[config.mk]
export PLATFORM = sky130hd
export DESIGN_NAME = load_store_unit
export DESIGN_NICKNAME = d
export VERILOG_FILES = /design/src/rtl/lsu_pkg.sv /design/src/rtl/lsu_align.sv /design/src/rtl/load_store_unit.sv
export SDC_FILE = /design/constraint.sdc
export NUM_CORES = 1
export LEC_CHECK = 0
export ABC_AREA = 1
export BUFFER_PORTS_ARGS = -buffer_cell sky130_fd_sc_hd__buf_4
export CAP_MARGIN = 15
export CORE_MARGIN = 2
export CORE_UTILIZATION = 35
export DETAILED_ROUTE_END_ITERATION = 7
export SYNTH_ARGS = -nofsm -noshare
export SYNTH_HDL_FRONTEND = slang
export SYNTH_HIERARCHICAL = 1
export SYNTH_SLANG_ARGS = --single-unit
[constraint.sdc]
create_clock -name clk -period 15.11 [get_ports clk]
set_input_delay 1.511 -clock clk [delete_from_list [all_inputs] [get_ports clk]]
set_output_delay 1.511 -clock clk [all_outputs]
set_load 0.005 [all_outputs]
[src/rtl/lsu_pkg.sv]
// Shared types, exception causes and op-decode helpers for the load/store unit.
package lsu_pkg;

    typedef enum logic [3:0] {
        OP_LB  = 4'd0,
        OP_LH  = 4'd1,
        OP_LW  = 4'd2,
        OP_LD  = 4'd3,
        OP_LBU = 4'd4,
        OP_LHU = 4'd5,
        OP_LWU = 4'd6,
        OP_SB  = 4'd8,
        OP_SH  = 4'd9,
        OP_SW  = 4'd10,
        OP_SD  = 4'd11
    } lsu_op_t;

    typedef enum logic {
        IDLE   = 1'b0,
        ACCESS = 1'b1
    } lsu_state_t;

    localparam logic [1:0] EXC_LOAD_MISALIGN  = 2'd0;
    localparam logic [1:0] EXC_STORE_MISALIGN = 2'd1;
    localparam logic [1:0] EXC_BUS_TIMEOUT    = 2'd2;
    localparam logic [1:0] EXC_RESERVED_OP    = 2'd3;

    // Codes 7 and 12..15 have no defined operation.
    function automatic logic op_is_reserved(input logic [3:0] op);
        return (op == 4'd7) || (op > 4'd11);
    endfunction

    function automatic logic op_is_store(input logic [3:0] op);
        return op inside {OP_SB, OP_SH, OP_SW, OP_SD};
    endfunction

    // log2 of the access size in bytes: 0=byte, 1=half, 2=word, 3=double.
    function automatic logic [1:0] op_size_log2(input logic [3:0] op);
        logic [1:0] size;
        case (op)
            OP_LB, OP_LBU, OP_SB: size = 2'd0;
            OP_LH, OP_LHU, OP_SH: size = 2'd1;
            OP_LW, OP_LWU, OP_SW: size = 2'd2;
            default:              size = 2'd3;
        endcase
        return size;
    endfunction

    // Loads whose result is sign-extended; LD fills all 64 bits so it needs no extension.
    function automatic logic op_is_signed(input logic [3:0] op);
        return op inside {OP_LB, OP_LH, OP_LW};
    endfunction

endpackage

[src/rtl/lsu_align.sv]
// Combinational lane logic: byte mask, store lane shift, misalign check on the
// incoming request, and extract/extend of the returned load data.
module lsu_align
    import lsu_pkg::*;
(
    input  logic [3:0]  req_op,
    input  logic [2:0]  req_lo,
    input  logic [63:0] req_wdata,
    output logic [7:0]  req_mask,
    output logic [63:0] req_lane_wdata,
    output logic        req_misaligned,
    input  logic [3:0]  ld_op,
    input  logic [2:0]  ld_lo,
    input  logic [63:0] ld_rdata,
    output logic [63:0] ld_value
);

    logic [63:0] ld_shifted;
    logic        ld_signed;

    // Request side: byte enables, lane-shifted store data and alignment check.
    always_comb begin
        // NOTE: every output gets a default first so no path leaves it unassigned (no latch).
        req_mask       = 8'h00;
        req_misaligned = 1'b0;
        req_lane_wdata = 64'd0;
        case (op_size_log2(req_op))
            2'd0: begin
                req_mask = 8'h01 << req_lo;
            end
            2'd1: begin
                req_mask       = 8'h03 << req_lo;
                req_misaligned = req_lo[0];
            end
            2'd2: begin
                req_mask       = 8'h0F << req_lo;
                req_misaligned = |req_lo[1:0];
            end
            default: begin
                req_mask       = 8'hFF;
                req_misaligned = |req_lo;
            end
        endcase
        if (op_is_store(req_op)) begin
            req_lane_wdata = req_wdata << {req_lo, 3'b000};
        end
    end

    // Load side: bring the addressed lane down to bit 0, then sign/zero extend.
    always_comb begin
        ld_shifted = ld_rdata >> {ld_lo, 3'b000};
        ld_signed  = op_is_signed(ld_op);
        ld_value   = ld_shifted;
        case (op_size_log2(ld_op))
            2'd0:    ld_value = {{56{ld_signed & ld_shifted[7]}},  ld_shifted[7:0]};
            2'd1:    ld_value = {{48{ld_signed & ld_shifted[15]}}, ld_shifted[15:0]};
            2'd2:    ld_value = {{32{ld_signed & ld_shifted[31]}}, ld_shifted[31:0]};
            default: ld_value = ld_shifted;
        endcase
    end

endmodule

[src/rtl/load_store_unit.sv]
// MIPS64 memory stage: accepts one load/store per handshake, checks alignment,
// runs a single doubleword bus access and returns writeback or an exception.
module load_store_unit
    import lsu_pkg::*;
#(
    parameter int unsigned TIMEOUT_CYCLES = 256,
    parameter int unsigned ADDR_W         = 64
) (
    input  logic              clk,
    input  logic              reset,
    input  logic              req_valid,
    output logic              req_ready,
    input  logic [3:0]        req_op,
    input  logic [ADDR_W-1:0] req_addr,
    input  logic [63:0]       req_wdata,
    input  logic [4:0]        req_rd,
    output logic [ADDR_W-1:0] mem_address,
    output logic [63:0]       mem_wdata,
    input  logic [63:0]       mem_rdata,
    output logic              mem_read,
    output logic              mem_write,
    output logic [7:0]        mem_mask,
    input  logic              mem_ack,
    output logic              wb_valid,
    output logic [4:0]        wb_index,
    output logic [63:0]       wb_value,
    output logic              exc_valid,
    output logic [1:0]        exc_cause,
    output logic [ADDR_W-1:0] exc_badvaddr
);

    localparam int unsigned CNT_W = (TIMEOUT_CYCLES < 2) ? 1 : $clog2(TIMEOUT_CYCLES);
    // Counter value during the last ACCESS cycle that may still see an ack.
    localparam logic [CNT_W-1:0] TIMEOUT_LAST =
        CNT_W'((TIMEOUT_CYCLES == 0) ? 0 : TIMEOUT_CYCLES - 1);

    lsu_state_t        state_q, state_d;
    logic [3:0]        op_q, op_d;
    logic [ADDR_W-1:0] addr_q, addr_d;
    logic [4:0]        rd_q, rd_d;
    logic [CNT_W-1:0]  count_q, count_d;

    logic              mem_read_d, mem_write_d;
    logic [7:0]        mem_mask_d;
    logic [ADDR_W-1:0] mem_address_d;
    logic [63:0]       mem_wdata_d;
    logic              wb_valid_d;
    logic [4:0]        wb_index_d;
    logic [63:0]       wb_value_d;
    logic              exc_valid_d;
    logic [1:0]        exc_cause_d;
    logic [ADDR_W-1:0] exc_badvaddr_d;

    logic [7:0]        req_mask;
    logic [63:0]       req_lane_wdata;
    logic              req_misaligned;
    logic [63:0]       ld_value;
    logic              req_fire;
    logic              timeout_hit;

    lsu_align u_align (
        .req_op         (req_op),
        .req_lo         (req_addr[2:0]),
        .req_wdata      (req_wdata),
        .req_mask       (req_mask),
        .req_lane_wdata (req_lane_wdata),
        .req_misaligned (req_misaligned),
        .ld_op          (op_q),
        .ld_lo          (addr_q[2:0]),
        .ld_rdata       (mem_rdata),
        .ld_value       (ld_value)
    );

    assign req_ready   = (state_q == IDLE);
    assign req_fire    = req_valid && req_ready;
    assign timeout_hit = (TIMEOUT_CYCLES != 0) && (count_q == TIMEOUT_LAST);

    // State register.
    always_ff @(posedge clk or posedge reset) begin
        // NOTE: sequential state uses non-blocking assignments so every flop samples pre-edge values.
        if (reset) state_q <= IDLE;
        else       state_q <= state_d;
    end

    // Next-state: only a legal, aligned request starts a bus access; ack or timeout ends it.
    always_comb begin
        state_d = state_q;
        case (state_q)
            IDLE:   if (req_fire && !op_is_reserved(req_op) && !req_misaligned) state_d = ACCESS;
            ACCESS: if (mem_ack || timeout_hit) state_d = IDLE;
        endcase
    end

    // Output/datapath next values; bus outputs hold through ACCESS, pulses default low.
    always_comb begin
        op_d           = op_q;
        addr_d         = addr_q;
        rd_d           = rd_q;
        count_d        = count_q;
        mem_read_d     = mem_read;
        mem_write_d    = mem_write;
        mem_mask_d     = mem_mask;
        mem_address_d  = mem_address;
        mem_wdata_d    = mem_wdata;
        wb_valid_d     = 1'b0;
        wb_index_d     = wb_index;
        wb_value_d     = wb_value;
        exc_valid_d    = 1'b0;
        exc_cause_d    = exc_cause;
        exc_badvaddr_d = exc_badvaddr;
        case (state_q)
            IDLE: begin
                if (req_fire) begin
                    if (op_is_reserved(req_op)) begin
                        exc_valid_d    = 1'b1;
                        exc_cause_d    = EXC_RESERVED_OP;
                        exc_badvaddr_d = req_addr;
                    end else if (req_misaligned) begin
                        exc_valid_d    = 1'b1;
                        exc_cause_d    = op_is_store(req_op) ? EXC_STORE_MISALIGN : EXC_LOAD_MISALIGN;
                        exc_badvaddr_d = req_addr;
                    end else begin
                        op_d          = req_op;
                        addr_d        = req_addr;
                        rd_d          = req_rd;
                        count_d       = '0;
                        mem_read_d    = !op_is_store(req_op);
                        mem_write_d   = op_is_store(req_op);
                        mem_mask_d    = req_mask;
                        mem_address_d = {req_addr[ADDR_W-1:3], 3'b000};
                        mem_wdata_d   = req_lane_wdata;
                    end
                end
            end
            ACCESS: begin
                if (mem_ack || timeout_hit) begin
                    mem_read_d  = 1'b0;
                    mem_write_d = 1'b0;
                    mem_mask_d  = 8'h00;
                    mem_wdata_d = 64'd0;
                end
                if (mem_ack) begin
                    if (!op_is_store(op_q)) begin
                        wb_valid_d = (rd_q != 5'd0);
                        wb_index_d = rd_q;
                        wb_value_d = ld_value;
                    end
                end else if (timeout_hit) begin
                    exc_valid_d    = 1'b1;
                    exc_cause_d    = EXC_BUS_TIMEOUT;
                    exc_badvaddr_d = addr_q;
                end else begin
                    count_d = count_q + CNT_W'(1);
                end
            end
        endcase
    end

    // Registered bus, writeback and exception outputs plus latched request.
    always_ff @(posedge clk or posedge reset) begin
        if (reset) begin
            op_q         <= 4'd0;
            addr_q       <= '0;
            rd_q         <= 5'd0;
            count_q      <= '0;
            mem_read     <= 1'b0;
            mem_write    <= 1'b0;
            mem_mask     <= 8'h00;
            mem_address  <= '0;
            mem_wdata    <= 64'd0;
            wb_valid     <= 1'b0;
            wb_index     <= 5'd0;
            wb_value     <= 64'd0;
            exc_valid    <= 1'b0;
            exc_cause    <= 2'd0;
            exc_badvaddr <= '0;
        end else begin
            op_q         <= op_d;
            addr_q       <= addr_d;
            rd_q         <= rd_d;
            count_q      <= count_d;
            mem_read     <= mem_read_d;
            mem_write    <= mem_write_d;
            mem_mask     <= mem_mask_d;
            mem_address  <= mem_address_d;
            mem_wdata    <= mem_wdata_d;
            wb_valid     <= wb_valid_d;
            wb_index     <= wb_index_d;
            wb_value     <= wb_value_d;
            exc_valid    <= exc_valid_d;
            exc_cause    <= exc_cause_d;
            exc_badvaddr <= exc_badvaddr_d;
        end
    end

endmodule

==> flow_metrics.tcl <==
set metrics [dict create \
    drc 0 \
    synth_edf_count 0 \
    clk_latency_ns 0.54 \
    place_hpwl_um 46900 \
    regToRegStartpoint "state_q" \
    worst_clock_skew_ns 0.0158 \
    syn_area_mm2 0.0177 \
    nets 2926 \
    first_global_vias 16651 \
    fmax_mhz 265 \
    max_cap_violations 0 \
    cts_root_buf "clkbuf_16" \
    power_density_mw_per_mm2 177 \
    critPathMaxFanout 69 \
    die_w_um 229 \
    syn_avg_cell_area_um2 7.35 \
    vias 17240 \
    boundaryPins 481 \
    worstHoldPathCells 2 \
    crit_chain "buf_4 > nor2_2 > inv_1 > o21ai_0 > o21ai_0 > inv_1 > nand2_1 > nor2_4 > inv_4 > buf_4 > o21ai_0" \
    timing.final.crit_share_pct 25.0 \
    grt_antenna_before_repair 3 \
    cts_made_buffers 36 \
    crit_slowest_cell "buf_4" \
    die_y_um 229 \
    slew_violations 0 \
    power.total_uw 3910 \
    p_leak_uw 0.0118 \
    core_mm2 0.0501 \
    drive_gt1_share_pct 26.6 \
    gr-total-overflow 0 \
    area_growth_pct 24.8 \
    cts_num_sinks 293 \
    antenna_left 0 \
    yosys_warnings 6 \
    grt_first_pass_wirelength_um 99000 \
    min_period_ns 3.78 \
    clk_pin_slew_ns 0.06 \
    start_util_pct 35.4 \
    cts_tree "built" \
    max-slew-margin-rel_pct 27.3 \
    synth-seq-area-share_pct 41.3 \
    status "finished clean" \
    min_from "wb_value[4]" \
    drt-total-wl_um 65300 \
    yosys_register_bits 293 \
    cp_top_family "buffers and inverters" \
    cp_num_buf_inv 5 \
    viasPerCell 5.05 \
    cp_data_required_time_ns 15.49 \
    critPathKind "in2reg" \
    async_reset_ff_share_pct 100 \
    track_usage_pct 24.3 \
    hold_violations 0 \
    wl_per_cell_um 19.1 \
    critical_path_depth 11 \
    max_stage_delay_ns 0.64 \
    finalSetupViolCount 0 \
    whs_endpoint "wb_value[4]" \
    dr.pass1.iters 7 \
    end_kind "register" \
    rsz0062_at_grt "false" \
    die_area_mm2 0.0525 \
    drt_iter0_markers 1420 \
    cts_resized 0 \
    gp_congestion 1.03 \
    synth_flop_cell "dfrtp_1" \
    worst_pin_slew_ns 1.09 \
    post_cts_buffers 0 \
    ir_drop_v 0.0000794 \
    synth_cells 2415 \
    tns_ns 0 \
    arrival_ns 4.16 \
    worst_path_most_repeated_cell "o21ai_0" \
    r2r_cells 6 \
    io_buffer_count 477 \
    htree_levels 2 \
    ctsHoldBuffers 0 \
    rows 82 \
    holdWs_ns 0.485 \
    layout_commonest_cell "nand2_1" \
    r2r_end "exc_badvaddr[42]" \
    r2r_setup_slack_ns 11.93 \
    final_cell_mix "nand2_1 (791), buf_4 (495), dfrtp_1 (290)" \
    clk_path_buf_depth 3 \
    holdCritPathClass "reg2reg" \
    start_kind "input port" \
    synth_cell_type_count 43 \
    grt_max_degree 103 \
]
==> layout make-up <==
| type | instances | area [um^2] |
|---|---|---|
| antenna | 2 | 5.00 |
| clock buffer | 55 | 1110 |
| clock inverter | 7 | 90.1 |
| fill | 5271 | 27900 |
| inverter | 203 | 779 |
| multi-input combinational | 1687 | 8250 |
| sequential | 293 | 7340 |
| tap | 672 | 841 |
| timing repair buffer | 495 | 3720 |
==> stage by stage <==
stage	area (um^2)	std cells	setup slack (ns)	util, %
2_1_floorplan	17700	2417	5.51	-
3_3_place_gp	20900	3350	10.83	41.8
3_5_place_dp	20900	3350	10.75	41.8
4_1_cts	22100	3412	11.32	44.2
5_1_grt	22100	3414	11.01	44.2
6_report	22100	3414	11.33	44.2
==> power by group <==
group | internal, uW | switching, uW
registers | 1070 | 229
logic | 712 | 1010
clock network | 540 | 348
==> tightest hold or removal path: cells and delay by family, from the launching register on <==
family	cells	cell delay, ns
simple gates	1	0.05
compound gates	1	0.06
flops	1	0.34
==> registers in the layout, indices dropped and copies added, names as in the netlist <==
name and cells:
mem_read 1, addr_q 64, count_q 8, op_q 4
wb_value 64, rd_q 5, wb_index 5, wb_valid 1
exc_valid 1, mem_wdata 64, mem_write 1, mem_mask 8
exc_badvaddr 64, exc_cause 2, state_q 1
==> cell usage after synthesis, types with 7 or more instances <==
master      n  area share (%)
mux2i_1     8            0.45
nand2_2    74             2.6
a21boi_0    7            0.30
nor3_1      9            0.25
nand2_1   792              17
buf_1      13            0.28
nor2_1     66             1.4
a21oi_1    29            0.82
buf_4      76             3.2
inv_1     194             4.1
buf_12      7            0.79
o211ai_1   24             1.0
dfrtp_1   293              41
clkbuf_1   61             1.3
nand2_4    64             4.1
o21ai_1    80             2.3
buf_2      70             2.0
o22ai_1    16            0.56
inv_2       7            0.15
nand4_1    35             1.2
o21ai_0   275             7.8
or2_2      10            0.35
nand3b_1    9            0.38
nand3_1   152             4.3
==> logic make-up after synthesis <==
kind of cell             share of synthesized area, %
buffers and inverters                            12.4
other                                          0.0211
flip-flops                                       41.3
multiplexers                                    0.451
AO/OA/AOI/OAI                                    13.4
adder cells (fa/ha/maj)                         0.353
AND/OR/NAND/NOR                                  32.1
==> layer usage <==
metal / track usage, % / routed length [um] / vias to the layer above
li1: - / - / 8246
met1: 29.8 / 25900 / 8165
met2: 41.3 / 31500 / 687
met3: 5.10 / 4860 / 140
met4: 10.3 / 2960 / 2
met5: 0 / 16 / -
==> how the worst max path moves through the flow <==
| stage | start | end | slack, ns |
|---|---|---|---|
| after floorplan | reset | addr_q[0] | 5.51 |
| after global placement | req_addr[0] | addr_q[0] | 10.83 |
| after detailed placement | req_addr[0] | addr_q[63] | 10.75 |
| after CTS | req_addr[0] | addr_q[63] | 11.32 |
| after global routing | req_addr[0] | addr_q[63] | 11.01 |
| final | req_addr[0] | addr_q[63] | 11.33 |
Power figures use the tool's default switching activity.
